## config.mk

```make
export PLATFORM = sky130hd
export DESIGN_NAME = rv32_prefetch_queue
export DESIGN_NICKNAME = d
export VERILOG_FILES = /design/src/rtl/rv32_prefetch_pkg.sv /design/src/rtl/rv32_sync_fifo.sv /design/src/rtl/rv32_prefetch_queue.sv
export SDC_FILE = /design/constraint.sdc
export NUM_CORES = 1
export LEC_CHECK = 0
export CORE_ASPECT_RATIO = 1.5
export CORE_MARGIN = 1
export CORE_UTILIZATION = 40
export DETAILED_ROUTE_END_ITERATION = 6
export HOLD_SLACK_MARGIN = 0.12
export PLACE_DENSITY = 0.57
export SKIP_CTS_REPAIR_TIMING = 1
export SLEW_MARGIN = 20
export SYNTH_ARGS = -nofsm -noshare
export SYNTH_HDL_FRONTEND = slang
export SYNTH_SLANG_ARGS = --single-unit
export TNS_END_PERCENT = 5
```

## constraint.sdc

```tcl
create_clock -name clk -period 6.07 [get_ports clk]
set_input_delay 1.214 -clock clk [delete_from_list [all_inputs] [get_ports clk]]
set_output_delay 1.214 -clock clk [all_outputs]
set_load 0.01 [all_outputs]
```

## src/rtl/rv32_prefetch_pkg.sv

```systemverilog
// Shared types and constants for the rv32 instruction prefetch queue.
// Queue entries hold up to 32-bit addresses and 32-bit instruction words.
package rv32_prefetch_pkg;

  localparam int unsigned PF_ADDR_WIDTH = 32;
  localparam int unsigned PF_DATA_WIDTH = 32;
  localparam int unsigned PF_STEP       = 4;

  typedef struct packed {
    logic [PF_ADDR_WIDTH-1:0] addr;
    logic [PF_DATA_WIDTH-1:0] data;
  } pf_entry_t;

  // Occupancy counter needs one extra bit to represent a full queue.
  function automatic int unsigned pf_cnt_width(input int unsigned depth);
    return $clog2(depth) + 1;
  endfunction

endpackage

```

## src/rtl/rv32_sync_fifo.sv

```systemverilog
// Power-of-two depth synchronous FIFO with head peek and synchronous clear.
// Push while full and pop while empty are ignored.
module rv32_sync_fifo
  import rv32_prefetch_pkg::*;
#(
  parameter int unsigned WIDTH = 64,
  parameter int unsigned DEPTH = 4
) (
  input  logic             clk,
  input  logic             reset_,
  input  logic             i_clear,
  input  logic             i_push,
  input  logic [WIDTH-1:0] i_data,
  input  logic             i_pop,
  output logic [WIDTH-1:0] o_head,
  output logic             o_full,
  output logic             o_empty
);

  localparam int unsigned PTR_W = $clog2(DEPTH);
  localparam int unsigned CNT_W = pf_cnt_width(DEPTH);

  logic [WIDTH-1:0] r_mem [DEPTH];
  logic [PTR_W-1:0] r_rd_ptr;
  logic [PTR_W-1:0] r_wr_ptr;
  logic [CNT_W-1:0] r_count;
  logic             w_push;
  logic             w_pop;

  assign o_full  = (r_count == CNT_W'(DEPTH));
  assign o_empty = (r_count == '0);
  assign w_push  = i_push && !o_full;
  assign w_pop   = i_pop && !o_empty;
  assign o_head  = r_mem[r_rd_ptr];

  always_ff @(posedge clk) begin
    if (!reset_ || i_clear) begin
      r_rd_ptr <= '0;
      r_wr_ptr <= '0;
      r_count  <= '0;
    end else begin
      if (w_push) r_wr_ptr <= r_wr_ptr + PTR_W'(1);
      if (w_pop)  r_rd_ptr <= r_rd_ptr + PTR_W'(1);
      if (w_push && !w_pop)      r_count <= r_count + CNT_W'(1);
      else if (w_pop && !w_push) r_count <= r_count - CNT_W'(1);
    end
  end

  // Storage needs no reset: occupancy gates every read.
  always_ff @(posedge clk) begin
    if (w_push) r_mem[r_wr_ptr] <= i_data;
  end

endmodule

```

## src/rtl/rv32_prefetch_queue.sv

```systemverilog
// Sequential instruction prefetcher between the rv32 fetch stage and the
// instruction bus; redirects on non-sequential fetch or flush.
module rv32_prefetch_queue
  import rv32_prefetch_pkg::*;
#(
  parameter int unsigned DEPTH      = 4,
  parameter int unsigned ADDR_WIDTH = 32,
  parameter int unsigned DATA_WIDTH = 32,
  parameter int unsigned BYPASS     = 1
) (
  input  logic                  clk,
  input  logic                  reset_,
  input  logic [ADDR_WIDTH-1:0] core_address_in,
  input  logic                  core_read_in,
  output logic [DATA_WIDTH-1:0] core_read_value_out,
  output logic                  core_ready_out,
  input  logic                  flush_in,
  output logic [ADDR_WIDTH-1:0] mem_address_out,
  output logic                  mem_read_out,
  input  logic [DATA_WIDTH-1:0] mem_read_value_in,
  input  logic                  mem_ready_in,
  output logic [31:0]           hit_count_out,
  output logic [31:0]           miss_count_out
);

  logic [ADDR_WIDTH-1:0] r_pf_addr;
  logic [31:0]           r_hit_count;
  logic [31:0]           r_miss_count;

  pf_entry_t             w_head;
  pf_entry_t             w_push_entry;
  logic [ADDR_WIDTH-1:0] w_head_addr;
  logic [DATA_WIDTH-1:0] w_head_data;
  logic [ADDR_WIDTH-1:0] w_expected;
  logic                  w_empty;
  logic                  w_full;
  logic                  w_hit;
  logic                  w_redirect;
  logic                  w_mem_fire;
  logic                  w_bypass;
  logic                  w_push;
  logic                  w_clear;

  assign w_head_addr  = ADDR_WIDTH'(w_head.addr);
  assign w_head_data  = DATA_WIDTH'(w_head.data);
  assign w_push_entry = '{addr: PF_ADDR_WIDTH'(r_pf_addr), data: PF_DATA_WIDTH'(mem_read_value_in)};

  rv32_sync_fifo #(
    .WIDTH ($bits(pf_entry_t)),
    .DEPTH (DEPTH)
  ) u_fifo (
    .clk     (clk),
    .reset_  (reset_),
    .i_clear (w_clear),
    .i_push  (w_push),
    .i_data  (w_push_entry),
    .i_pop   (w_hit),
    .o_head  (w_head),
    .o_full  (w_full),
    .o_empty (w_empty)
  );

  // Hit/redirect decode, bus request and core response; all quiet in reset.
  always_comb begin
    w_expected          = w_empty ? r_pf_addr : w_head_addr;
    w_hit               = 1'b0;
    w_redirect          = 1'b0;
    w_mem_fire          = 1'b0;
    w_bypass            = 1'b0;
    w_push              = 1'b0;
    w_clear             = 1'b0;
    mem_read_out        = 1'b0;
    core_ready_out      = 1'b0;
    core_read_value_out = '0;
    if (reset_) begin
      w_hit          = core_read_in && !flush_in && !w_empty && (w_head_addr == core_address_in);
      w_redirect     = core_read_in && !flush_in && (core_address_in != w_expected);
      mem_read_out   = !w_full && !w_redirect && !flush_in;
      w_mem_fire     = mem_read_out && mem_ready_in;
      w_bypass       = (BYPASS != 0) && w_empty && core_read_in &&
                       (core_address_in == r_pf_addr) && w_mem_fire;
      core_ready_out = w_hit || w_bypass;
      if (w_hit)         core_read_value_out = w_head_data;
      else if (w_bypass) core_read_value_out = mem_read_value_in;
      w_push         = w_mem_fire && !w_bypass;
      w_clear        = flush_in || w_redirect;
    end
  end

  always_ff @(posedge clk) begin
    if (!reset_) begin
      r_pf_addr    <= '0;
      r_hit_count  <= '0;
      r_miss_count <= '0;
    end else begin
      if (flush_in)        r_pf_addr <= core_read_in ? core_address_in : w_expected;
      else if (w_redirect) r_pf_addr <= core_address_in;
      else if (w_mem_fire) r_pf_addr <= r_pf_addr + ADDR_WIDTH'(PF_STEP);
      if (w_hit && (r_hit_count != 32'hFFFF_FFFF))       r_hit_count  <= r_hit_count + 32'd1;
      if (w_redirect && (r_miss_count != 32'hFFFF_FFFF)) r_miss_count <= r_miss_count + 32'd1;
    end
  end

  assign mem_address_out = r_pf_addr;
  assign hit_count_out   = r_hit_count;
  assign miss_count_out  = r_miss_count;

endmodule
```

# After elaboration in Yosys (flattened, before gate mapping)
# Memories as Yosys holds them, arrays and structs flattened. A register that Yosys moved wholly into a read port is not among the register bits.
# Cells that the tools add are included.
[word_totals]
word_cells = 72
ramBits = 256
n_memories = 1
regBits = 103
inputBits = 69
out_inout_bits = 130
[memory_table]
columns = ["name", "depth", "word_bits", "rd", "rd_clocked_by_memory_dff", "write_ports", "line_no", "text"]
rows = [
  ["u_fifo.r_mem", 4, 64, 1, 1, 1, "rv32_sync_fifo.sv:23", "logic [WIDTH-1:0] r_mem [DEPTH];"],
]
[classes]
mux = 21
eq_ne = 6
addsub = 7
n_reduce_logical = 31
[ops]
columns = ["operator", "count"]
rows = [
  ["$mux 32", 8],
  ["$add 32x1->32 const B", 2],
  ["$eq 32x32->1", 2],
  ["$ne 32x32->1 const B", 2],
  ["$add 32x3->32 const B", 1],
  ["$ne 32x32->1", 1],
  ["$logic_and 1x1->1", 17],
  ["$mux 1", 9],
  ["$logic_not 1->1", 8],
  ["$mux 3", 2],
  ["$add 2x1->2 const B", 2],
  ["$mux 2", 2],
  ["$add 3x1->3 const B", 1],
  ["$eq 3x3->1 const B", 1],
  ["$logic_not 3->1", 1],
  ["$logic_or 1x1->1", 3],
  ["$reduce_bool 3->1", 1],
  ["$sub 3x1->3 const B", 1],
  ["$reduce_bool 2->1", 1],
]

# Depth between registers and ports, before layout
# Gate-level depths: netlist (run 1).
[depth]
ltp_word = 17
ltp_mapped = 17
mapped_depth_nobuf = 14

# Cells and area by module
# A second synthesis (run 1) with hierarchy kept.
[hier_totals]
hier_cells = 1382
hier_area_um2 = 17668.2
[by_module_without_submodules]
columns = ["mod", "seq_area_each_um2", "cells_per_inst", "area_per_inst_um2", "instances"]
rows = [
  ["rv32_sync_fifo", 7867.5, 383, 9700.6, 1],
  ["rv32_prefetch_queue", 1921.8, 999, 7967.6, 1],
]

# Worst setup path after synthesis (run 1)
# OpenSTA, ideal clock, no wires.
[synth_path]
path_kind = "input to register"
start = "input core_address_in[29]"
end = "memory u_fifo.r_mem[0][0] (enable)"
setup_time_ps = 429
slack_ps = 932
stages = 8
arrival_time_ps = 4709
n_path_buf = 0
required_ps = 5641
path_cell_list = "xnor2_1 -> nand4_1 -> or4_4 -> a221o_1 -> or2_1 -> a21o_1 -> nor2_1 -> and2_1"
[synth_between]
elab_chain_len = 13
word_cells_on_any_way = 15
cone_classes = "eq/ne (2); mux (3); reduce/logical (10)"
[synth_rtl]
columns = ["element", "line_no", "text"]
rows = [
  ["from (decl)", "rv32_prefetch_queue.sv:13", "input logic [ADDR_WIDTH-1:0] core_address_in,"],
  ["$ne 32x32->1", "rv32_prefetch_queue.sv:77", "w_redirect = core_read_in && !flush_in && (core_address_in != w_expected);"],
  ["$logic_and 1x1->1", "rv32_prefetch_queue.sv:77", ""],
  ["$logic_not 1->1", "rv32_prefetch_queue.sv:78", "mem_read_out = !w_full && !w_redirect && !flush_in;"],
  ["$logic_and 1x1->1 (2 in series)", "rv32_prefetch_queue.sv:78", ""],
  ["$logic_and 1x1->1", "rv32_prefetch_queue.sv:79", "w_mem_fire = mem_read_out && mem_ready_in;"],
  ["$logic_and 1x1->1", "rv32_prefetch_queue.sv:81", "(core_address_in == r_pf_addr) && w_mem_fire;"],
  ["$logic_not 1->1", "rv32_prefetch_queue.sv:85", "w_push = w_mem_fire && !w_bypass;"],
  ["$logic_and 1x1->1 *", "rv32_prefetch_queue.sv:85", ""],
  ["$mux 1 *", "rv32_prefetch_queue.sv:75", "if (reset_) begin"],
  ["$logic_and 1x1->1 *", "rv32_sync_fifo.sv:32", "assign w_push = i_push && !o_full;"],
  ["$mux 1 *", "rv32_sync_fifo.sv:51", "if (w_push) r_mem[r_wr_ptr] <= i_data;"],
  ["$mux 1 (implied by the code) *", "rv32_sync_fifo.sv:51", ""],
  ["to (decl)", "rv32_sync_fifo.sv:23", ""],
]
# Every way passes the cells marked *; elsewhere a longest branch is shown, timed or not.

# Final worst setup path (run 1)
[layout_path]
start = "input core_address_in[23]"
end = "output core_read_value_out[14]"
[layout_between]
elab_chain_len = 10
word_cells_on_any_way = 14
cone_classes = "eq/ne (3); mux (3); reduce/logical (8)"
[layout_rtl]
columns = ["element", "line_no", "text"]
rows = [
  ["$ne 32x32->1", "rv32_prefetch_queue.sv:77", ""],
  ["$logic_and 1x1->1", "rv32_prefetch_queue.sv:77", ""],
  ["$logic_not 1->1", "rv32_prefetch_queue.sv:78", ""],
  ["$logic_and 1x1->1 (2 in series)", "rv32_prefetch_queue.sv:78", ""],
  ["$logic_and 1x1->1", "rv32_prefetch_queue.sv:79", ""],
  ["$logic_and 1x1->1", "rv32_prefetch_queue.sv:81", ""],
  ["$mux 32", "rv32_prefetch_queue.sv:84", "else if (w_bypass) core_read_value_out = mem_read_value_in;"],
  ["$mux 32 *", "rv32_prefetch_queue.sv:83", "if (w_hit) core_read_value_out = w_head_data;"],
  ["$mux 32 *", "rv32_prefetch_queue.sv:75", ""],
  ["to (decl)", "rv32_prefetch_queue.sv:15", "output logic [DATA_WIDTH-1:0] core_read_value_out,"],
]
# Marks and branches as above.

==> results of run 1 <==
-- flip-flops by register name, indices dropped and copies added (netlist names), named ones only --
register         flops
u_fifo.r_mem       256
hit_count_out       32
mem_address_out     32
miss_count_out      32
u_fifo.r_count       3
u_fifo.r_rd_ptr      2
u_fifo.r_wr_ptr      2
-- critical path: cells and delay by family --
kind,cells,cell delay [ps]
AO/OA/AOI/OAI,4,940
AND/OR/NAND/NOR,3,1110
buffers and inverters,3,1330
XOR/XNOR,1,160
-- synthesized netlist by cell type, types with 21 or more instances --
library cell	n
a21oi_1	86
clkbuf_1	63
dfxtp_1	105
edfxtp_1	256
inv_1	26
mux2i_1	25
mux4_2	64
nand2_1	190
nand3_1	51
nand4_1	33
nor2_1	100
nor3_1	41
o21ai_0	46
xnor2_1	100
xor2_1	21
-- cells in the final DEF, fill, tap and decap left out, types with 33 or more instances in the layout --
master             n
mux4_2            64
xnor2_1           92
clkbuf_16         37
a21oi_1           86
o21ai_0           46
nor3_1            39
clkdlybuf4s50_1  193
nand3_1           51
dfxtp_1          103
buf_4             44
nand2_1          190
nand4_1           33
edfxtp_1         256
nor2_1           100
-- path summary, 6_finish.rpt --
kind,cells past startpoint,slack (ps),to
worst max-delay path,11,80,core_read_value_out[14]
worst min-delay path,1,490,miss_count_out[6]
worst max register to register,12,1480,u_fifo.r_mem[0][28]
worst min register to register,1,490,miss_count_out[6]
-- final cells by class --
cell class                      count  area (sq um)  share of cell area
Clock buffer                       52          1000              0.0478
Clock inverter                     14           165             0.00788
Inverter                           26          97.6             0.00466
Multi-Input combinational cell    917          6570               0.313
Sequential cell                   361          9800               0.467
Tap cell                          558           698              0.0333
Timing Repair Buffer              258          2630               0.125
-- metal layers --
layer	share of wire	wire length, microns
met3	0.054	2440
met4	0.038	1720
met1	0.39	17900
met5	0.00059	27
met2	0.51	23400
-- through the flow --
| stage | util | std cells | TNS [ps] |
|---|---|---|---|
| floorplan | - | 1392 | 0 |
| global placement | 0.476 | 2109 | 0 |
| detailed placement | 0.476 | 2109 | 0 |
| CTS | 0.504 | 2175 | -3820 |
| global route | 0.508 | 2186 | -12.4 |
| finish | 0.508 | 2186 | 0 |
-- kinds of logic after synthesis --
| family | count (synthesis) | share of synthesized area |
|---|---|---|
| AOI/OAI and AO/OA | 197 | 0.0721 |
| xor gates and xnor gates | 121 | 0.0632 |
| adders and majority gates | 9 | 0.00717 |
| buffers and inverters | 114 | 0.0293 |
| DFF | 361 | 0.584 |
| muxes | 97 | 0.106 |
| and+or+nand+nor | 493 | 0.138 |
-- where the power goes --
group	switching, mW	internal, mW	total (mW)
Combinational	0.190	0.152	0.342
Sequential	0.0471	2.67	2.71
Clock	0.937	1.29	2.23
==> results summary, run 1 <==
The placed instance area came out at 0.0196 sq mm. The number of nets at the end of the flow is 1,679. The DRC violations left came out at 0. The number of violations of the max-capacitance limit came out at 0. By startpoint and endpoint, the worst setup path is classified as primary input to primary output. The class of the tightest hold or removal check is flop to flop.

The post-synthesis cell type count came out at 59. The clock net sink count is 361. Overall power consumption after layout is estimated at 5.28 mW. In the synthesized netlist the async set-or-reset flop fraction comes to 0. The cell type with the highest aggregate area in the netlist is edfxtp_1. The worst pin sits at a relative slew slack of 0.302. The buffer levels on the longest clock path is 3. The flow ran to the end, and the final reports show no timing, DRC or antenna violations. The total standard cell area after synthesis came out at 0.0168 sq mm. The number of DRC markers after the initial detailed-route iteration is 712. The max-slew violation count came out at 0. Entering global routing, the biggest net connects 87 pins. The initial antenna violation count is 2.

The number of hold violations in the final report is 0. The average cell area after synthesis came out at 12.0 sq um. The clock latency of the later-clocked register in the worst-skew pair is 540 ps. The fraction of the cycle the final worst path needs came out at 0.988. The count of standard-cell rows came out at 91. The final setup violation count came out at 0. The total power density per cell area is 252 mW/mm^2. Traced cell by cell, the critical path runs through clkdlybuf4s50_1 > xnor2_2 > nand4_1 > or4_4 > a221o_1 > or2_1 > a21o_1 > o21a_1 > buf_12 > a21oi_1 > clkdlybuf4s50_1.

The cell count after synthesis came out at 1,392. The starting density of the core came out at 0.407. For this run, global-route usage on met3 was measured as 0.0399. The maximum fanout encountered on the critical timing path is 32. For this block, the via count after detailed routing is 11,800. The area fraction of the dominant cell type after synthesis came out at 0.459. The number of buffers added on ports came out at 198. The maximum clock rate is 167 MHz.

The congestion estimate from routability-driven global placement came to 0.855. At the worst endpoint, the required time is 4860 ps. In the post-synthesis netlist, the biggest area contributors are edfxtp_1, dfxtp_1, mux4_2. Pin placement for this block handled 199 I/O pins. In this run the horizontal extent of the chip is 169 microns. The floorplan step defined a die boundary enclosing 0.0427 sq mm. The via count of the first global-routing pass came out at 11,500. The finished cells cover 0.0210 sq mm. The final routed wire length divided by cell count came out at 20.8 microns. Counting stages on the worst path, the most repeated cell is clkdlybuf4s50_1. Detailed placement finished with a half-perimeter wire length of 30,200 microns.

For this design the static power due to leakage is 6.89 nW. The core outline area came out at 0.0412 sq mm. The clock tree from TritonCTS is built. The die span in y came out at 253 microns. On the final layout, the worst hold slack is 490 ps. STA puts the critical path data arrival time at 4780 ps.

The global-route track usage on met1 is 0.253. The worst setup timing slack at the placement stage is 39.5 ps. During synthesis, Yosys emitted a total of 0 warnings. The master cell of the clock root buffer is clkbuf_16. The met2 track utilization from global routing came out at 0.377. From synthesis to final layout, the design area changed by 25.1%. The CTS clock-pin slew for the worst setup and hold paths is 60 ps.

In the synthesized netlist the dominant register cell turns out to be edfxtp_1. In this run the remaining antenna-violating nets after routing total 0. The total congestion overflow after global routing is 0. The number of buffers created by CTS came out at 37. The per-cell via count in the routed design is 5.41.

The total routing resource utilization after global routing came out at 0.214. The first-pass GRT wire length came out at 68,800 microns. The post-route worst setup slack came out at 75.2 ps. The antenna cell count is 0.

The number of enable-type register cells in the synthesized netlist is 256. The actual slew at the worst max-slew pin came out at 1050 ps. The critical path's slowest cell is or4_4. The fill cell instance count of the final layout is 3,712.

The largest incremental delay on the critical path came out at 640 ps. The total of flip-flops plus latches after synthesis is 361. The nature of the critical path endpoint is a primary output. In the final layout, the share of cells above drive strength 1 is 0.130. The shortest period the worst path allows came out at 5990 ps. Tracing the worst setup path back leads to its startpoint at core_address_in[23]. The worst vdd rail ir drop came out at 0.175 mV. For this run, the detailed router's first-pass iteration total came to 5. STA classifies the critical path startpoint as a primary input. For the final database, setup skew stands at 25.6 ps. met2 is the most crowded layer. The post-synth net total came out at 1,470. The H-tree depth came out at 2. In this run the most critical hold path is launched from miss_count_out[6]. The wire length reported by the detailed router came out at 45,500 microns.

The share of the Yosys chip area taken by registers is 0.584.
No activity file was read; power rests on OpenSTA's default activity.
==> run 2: changes to the inputs <==
--- a/config.mk
+++ b/config.mk
@@ -8,6 +8,7 @@
 export CORE_ASPECT_RATIO = 1.5
 export CORE_MARGIN = 1
 export CORE_UTILIZATION = 40
+export CTS_CLUSTER_SIZE = 8
 export DETAILED_ROUTE_END_ITERATION = 6
 export HOLD_SLACK_MARGIN = 0.12
 export PLACE_DENSITY = 0.57
==> run 2 against run 1 <==
  * Core utilization grew 0.78 points
  * Wire length grew 1.5%
  * Total power grew 7.6%
  * Sequential share of layout area shrank 0.70 points
  * Global-route usage grew 0.30 points
  * Cell area grew 1.5%
  * Non-clock buffer count is the same
  * Worst setup slack gained 14 ps
  * Die area is the same
  * Worst hold slack lost 3.7 ps
  * First-iteration DRC count grew 7.9%
  * Largest cell class unchanged
==> results summary, run 2 (synthesis gave the netlist of run 1 again) <==
The worst path arrival time is 4770 ps (about the same). The wire length on met2 was 23,700 microns (+1.4%). The initial antenna violation count is 3 (+1). The per-cell via count in the routed design came out at 5.40 (about the same). The most frequent cell on the critical path is clkdlybuf4s50_1. The flow ran to the end, and the final reports show no timing, DRC or antenna violations. The max-slew headroom at the worst pin came out at 0.281 (-0.0214).

The first-pass GRT wire length came to 70,000 microns (+1.7%). The tree is rooted in a clkbuf_16. The largest net degree at the start of global routing is 87 (unchanged). The logic depth of the worst path, buffers included came to 11 (unchanged).

Tracing the worst setup path back leads to its startpoint at core_address_in[23]. The number of cell instances on the worst register-to-register path is 12 (unchanged). The buffer and inverter count on the worst path came out at 3 (unchanged). The H-tree depth came out at 2 (unchanged). Signal routing reaches up to met5. The number of violations of the max-capacitance limit came to 0 (unchanged).

The worst setup skew after layout is 31.0 ps (+5.39 ps). The starting density of the core came to 0.407 (unchanged). The floorplan die area is 0.0427 sq mm (unchanged).

The slowest stage of the critical path is the or4_4 cell. The wire length reported by the detailed router came out at 46,200 microns (+1.5%). The setup TNS is 0 ps (unchanged). The number of nets at the end of the flow was 1,693 (+0.83%). The final setup violation count came out at 0 (unchanged). The total power density per cell area came out at 267 mW/mm^2 (+6.0%).

The max-slew violation count came out at 0 (unchanged). The fraction of the cycle the final worst path needs came out at 0.985 (-0.00232). The buffer levels on the longest clock path is 3 (unchanged). Ranked by flip-flop count, first place goes to u_fifo.r_mem.

Leaving out fill and tap cells, the most frequent cells in the layout are edfxtp_1, clkdlybuf4s50_1, nand2_1, dfxtp_1, nor2_1. Leaving out fill and tap cells, the most frequent cell in the layout is edfxtp_1. The routed wire length on met3 is 2590 microns (+6.0%). The fraction of the core area covered by cells at the end of the flow is 0.516 (+0.00777). The CTS clock-pin slew for the worst setup and hold paths is 50 ps (about the same). The flip-flop count of the largest register, all copies and words added is 256 (unchanged). The actual slew at the worst max-slew pin came out at 1080 ps (+32.1 ps). The total area of sequential cells came out at 0.00980 sq mm (unchanged). The clock latency of the later-clocked register in the worst-skew pair is 580 ps (+40 ps).

The layout overhead on the synthesized area is 27.0%. The signal on the critical path passes through clkdlybuf4s50_1 > xnor2_2 > nand4_1 > or4_4 > a221o_1 > or2_1 > a21o_1 > o21a_1 > buf_12 > a21oi_1 > clkdlybuf4s50_1. The fill cell instance count of the final layout is 3,688 (-0.65%). In this design, the largest share of critical-path delay is due to buffers and inverters. The routed metal-1 wire length is 18,100 microns (+0.97%). The detailed placer's ending HPWL was 30,200 microns (unchanged). The largest incremental delay on the critical path came to 630 ps (about the same). The shortest period the worst path allows came out at 5980 ps (-14.1 ps).

The core outline area came out at 0.0412 sq mm (unchanged). The count of standard-cell rows is 91 (unchanged). The final RePlAce weighted congestion was 0.855 (unchanged). The DRC violations left came out at 0 (unchanged). The via count came out at 12,000 (+1.2%). The via count of the first global-routing pass is 11,800 (+1.9%). The maximum fanout encountered on the critical timing path is 32 (unchanged). The nature of the critical path endpoint is a primary output. The chip width was 169 microns (unchanged).

The worst vdd rail ir drop is 0.204 mV (+17%). The share of cells above drive strength 1 came to 0.131 (+0.000292). The class of the tightest hold or removal check is flop to flop. The worst setup path endpoint is core_read_value_out[14]. The remaining antenna violation count came to 0 (unchanged).

The number of buffers created by CTS came out at 51 (+38%). The required time of the worst setup path came to 4860 ps (about the same). The number of DRC markers after the initial detailed-route iteration came out at 768 (+7.9%). The final routed wire length divided by cell count is 20.9 microns (+0.25%). The combined area of the multi-input logic cells is 0.00658 sq mm (+0.11%). The number of hold violations in the final report is 0 (unchanged).

The startpoint kind of the worst setup timing path is a primary input. The die span in y came out at 253 microns (unchanged). The count of boundary I/O pins came to 199 (unchanged). The total routing resource utilization after global routing is 0.217 (+0.00296). The final total power is 5.69 mW (+7.6%). The clock net sink count came to 361 (unchanged). The endpoint identified for the worst register-to-register timing path is u_fifo.r_mem[0][11]. The first-pass detailed-route iteration total came out at 7 (+2).

The number of buffers added on ports is 198 (unchanged). The setup path with the least slack is of type primary input to primary output. The worst hold path begins at miss_count_out[6]. The total congestion overflow after global routing was 0 (unchanged). TritonCTS built the clock tree.

The leakage power summed over all cells is 7.02 nW (+1.8%). The worst reg-to-reg setup slack came out at 1500 ps (+20 ps). The maximum clock rate is 167 MHz (+0.24%).
==> run 2: cell types whose count changed in the layout (fill, tap and decap cells not counted), sizes merged <==
cell and delta:
clkdlybuf4s50 +1, dlymetal6s2s -1, clkinv -7, bufinv -3, clkbuf +37, diode +1
==> run 2: how the worst min path moves through the flow <==
stage | end | cells after the start
after global placement | miss_count_out[6] | 1
after CTS | miss_count_out[6] | 1
final | miss_count_out[6] | 1
after global routing | miss_count_out[23] | 2
after floorplan | flop | 2
after detailed placement | miss_count_out[6] | 1
==> run 2: final cells by class <==
cell class              count  area share
clock inverters             4     0.00271
inverters                  26     0.00459
multi-input cells         917       0.309
repair buffers            258       0.124
well taps                 558      0.0328
clock buffers              89      0.0667
diodes                      1    0.000118
flip-flops and latches    361       0.460
==> run 2: power by group <==
| group | switching, mW | total (mW) | internal, mW | leakage, nW |
|---|---|---|---|---|
| Clock | 1.05 | 2.62 | 1.58 | 0.702 |
| Combinational | 0.190 | 0.343 | 0.152 | 3.12 |
| Sequential | 0.0473 | 2.72 | 2.67 | 3.19 |
| Total | 1.28 | 5.69 | 4.40 | 7.02 |
==> run 2: metrics by stage <==
stage / instance area, sq um / setup slack [ps] / hold WS (ps) / cells
after floorplan: 16800 / 932 / 485 / 1392
after global placement: 19600 / 94.0 / 461 / 2109
after detailed placement: 19600 / 39.5 / 471 / 2109
after CTS: 21100 / -180 / 490 / 2202
after global routing: 21300 / -5.54 / 510 / 2214
final: 21300 / 89.3 / 486 / 2214
==> run 2: per-layer routing <==
layer	vias to the layer above	global-route usage
li1	5595	-
met1	5916	0.252
met2	350	0.383
met3	93	0.0431
met4	4	0.0968
met5	-	0
==> run 3: changes to the inputs <==
--- a/config.mk
+++ b/config.mk
@@ -5,9 +5,11 @@
 export SDC_FILE = /design/constraint.sdc
 export NUM_CORES = 1
 export LEC_CHECK = 0
+export CAP_MARGIN = 20
 export CORE_ASPECT_RATIO = 1.5
 export CORE_MARGIN = 1
 export CORE_UTILIZATION = 40
+export CTS_BUF_LIST = sky130_fd_sc_hd__clkbuf_8 sky130_fd_sc_hd__clkbuf_16
 export CTS_CLUSTER_SIZE = 8
 export DETAILED_ROUTE_END_ITERATION = 6
 export HOLD_SLACK_MARGIN = 0.12
==> constraint.sdc (replaced) <==
create_clock -name clk -period 6 [get_ports clk]
set_input_delay 1.2 -clock clk [delete_from_list [all_inputs] [get_ports clk]]
set_output_delay 1.2 -clock clk [all_outputs]
set_load 0.01 [all_outputs]
==> run 3 against run 2 <==
  * Worst hold slack improved by 3.2 ps
  * Via count decreased by 0.96%
  * Core utilization increased by 0.073 points
  * Cell count decreased by 0.14%
  * Register-to-register slack got worse by 20 ps
  * Largest cell class unchanged
  * Highest routed layer is now met4
==> results summary, run 3 (synthesis gave the netlist of run 1 again) <==
The number of DRC markers after the initial detailed-route iteration is 727 (-5.3%). The flip-flop count of the largest register, all copies and words added came out at 256 (unchanged). The number of stages on the worst hold path came out at 1 (unchanged). The most frequent cell on the critical path is clkdlybuf4s50_1.

The library cell used most frequently in the layout, excluding fill and tap cells, is edfxtp_1. The endpoint of the worst hold path is miss_count_out[6]. The required time of the worst setup path came out at 4800 ps (-60 ps). The first-pass detailed-route iteration total was 5 (-2). The max-slew violation count was 0 (unchanged). The initial antenna violation count came to 1 (-2). The number of nets at the end of the flow is 1,691 (-0.12%).

Of the available clock period, the critical path in the final layout requires 0.979. The worst setup path is captured at a primary output. The number of violations of the max-capacitance limit came out at 0 (unchanged). The count of placed standard cells including taps came out at 2,110 (+0.047%).

Traced cell by cell, the critical path runs through clkdlybuf4s50_1 > xnor2_2 > nand4_1 > or4_4 > a221o_1 > or2_1 > a21o_1 > o21a_1 > buf_12 > a21oi_1 > clkdlybuf4s50_1. The buffer levels on the longest clock path came out at 3 (unchanged). The class of the tightest hold or removal check is flop to flop. The DRC violations left came out at 0 (unchanged).

The total routing resource utilization after global routing is 0.214 (-0.00277). The total congestion overflow after global routing was 0 (unchanged). The final RePlAce weighted congestion is 0.830 (-2.9%). The count of standard-cell rows is 91 (unchanged).

The run finished with clean final reports. The remaining antenna violation count was 0 (unchanged). The number of buffers added on ports came out at 198 (unchanged). The final total power came out at 5.67 mW (-0.29%). The via count of the first global-routing pass is 12,000 (+1.6%). The per-cell via count in the routed design came out at 5.36 (-0.83%). The die span in y came out at 253 microns (unchanged). The CTS clock-pin slew for the worst setup and hold paths came out at 50 ps (about the same). The detailed placer's ending HPWL was 29,800 microns (-1.5%). The actual slew at the worst max-slew pin was 1030 ps (-45.7 ps). The number of buffers created by CTS was 51 (unchanged). The shortest period the worst path allows came out at 5880 ps.

The worst setup skew after layout is 20.3 ps (-10.7 ps). The hold path startpoint is miss_count_out[6]. The endpoint identified for the worst register-to-register timing path is u_fifo.r_mem[2][56].

The chip width came out at 169 microns (unchanged). The wire length reported by the detailed router is 45,500 microns (-1.6%). The final setup violation count came out at 0 (unchanged). The max-slew headroom at the worst pin is 0.311 (+0.0305). More flip-flops sit in one register than any other, and that register is u_fifo.r_mem.

The tree is rooted in a clkbuf_16. The H-tree depth came out at 2 (unchanged). STA classifies the critical path startpoint as a primary input. The worst reg-to-reg setup slack came out at 1480 ps (-20 ps). The final routed wire length divided by cell count is 20.6 microns (-1.4%). The worst path arrival time came out at 4680 ps (-90 ps). The maximum clock rate is 170 MHz. The largest net degree at the start of global routing was 65 (-25%).

The placed instance area came out at 0.0196 sq mm (about the same). The worst vdd rail ir drop was 0.203 mV (-0.80%). On the critical path, the stage with the largest delay is an instance of or4_4. The final standard cell count with taps included and fillers excluded came out at 2,211 (-0.14%).

The count of boundary I/O pins came to 199 (unchanged). The total power density per cell area is 266 mW/mm^2 (-0.43%). The area of all placed cells without fillers came out at 0.0213 sq mm (+0.14%).

The maximum fanout encountered on the critical timing path is 32 (unchanged). The floorplan die area was 0.0427 sq mm (unchanged). The clock latency of the later-clocked register in the worst-skew pair is 570 ps (about the same).

The via count came out at 11,800 (-0.96%). The critical path is of the primary input to primary output type. The first-pass GRT wire length came out at 69,500 microns (-0.68%).

The starting density of the core is 0.407 (unchanged). The core outline area came out at 0.0412 sq mm (unchanged). The clock tree from TritonCTS is built. In the layout the commonest cells are edfxtp_1, nand2_1, clkdlybuf4s50_1, dfxtp_1, nor2_1.

The number of cell instances on the worst register-to-register path was 13 (+1). The leakage power summed over all cells came out at 7.28 nW (+3.8%). The setup TNS is 0 ps (unchanged).

The share of cells above drive strength 1 is 0.130 (-0.000974). The final hold slack came out at 489 ps (+3.25 ps). The layout overhead on the synthesized area is 27.2%.

The clock net sink count came out at 361 (unchanged). The largest incremental delay on the critical path is 620 ps (about the same). The number of hold violations in the final report came out at 0 (unchanged).
[run 3: worst max path at each step]
stage	slack [ps]	endpoint	startpoint	depth (start not counted)
after floorplan	880	u_fifo.r_mem[0][0]	core_address_in[29]	8
after global placement	-20	core_read_value_out[25]	core_address_in[1]	11
after detailed placement	-30	core_read_value_out[25]	core_address_in[1]	11
after CTS	-130	core_read_value_out[30]	flop	12
after global routing	-20	core_read_value_out[28]	flop	13
final	120	core_read_value_out[24]	core_address_in[23]	11
[run 3: where the power goes]
| part | internal [mW] | leakage (nW) | switching, mW |
|---|---|---|---|
| clock network | 1.53 | 0.853 | 1.04 |
| logic | 0.156 | 3.24 | 0.191 |
| registers | 2.70 | 3.19 | 0.0479 |
| total | 4.39 | 7.28 | 1.28 |
[run 3: area by class of cell]
| type | instances | area [sq um] |
|---|---|---|
| Fill cell | 3638 | 19900 |
| Sequential cell | 361 | 9800 |
| Multi-Input combinational cell | 917 | 6580 |
| Timing Repair Buffer | 256 | 2660 |
| Clock buffer | 51 | 1280 |
| Tap cell | 558 | 698 |
| Clock inverter | 41 | 200 |
| Inverter | 26 | 97.6 |
| Antenna cell | 1 | 2.50 |
[run 3: through the flow]
stage | util | setup WS (ps)
floorplan | - | 876
global placement | 0.476 | -17.7
detailed placement | 0.476 | -32.4
CTS | 0.512 | -134
global route | 0.517 | -17.1
finish | 0.517 | 123
[run 3: critical path, delay by kind of cell]
family / cells / cell delay (ps)
buffers and inverters: 3 / 1330
and+or+nand+nor: 3 / 1040
AOI/OAI and AO/OA: 4 / 920
xor gates and xnor gates: 1 / 160
[run 3: routing by layer]
metal | track usage | part of all wire
met4 | 0.0855 | 0.038
met5 | 0 | 0
met3 | 0.0388 | 0.053
met1 | 0.254 | 0.40
met2 | 0.380 | 0.51
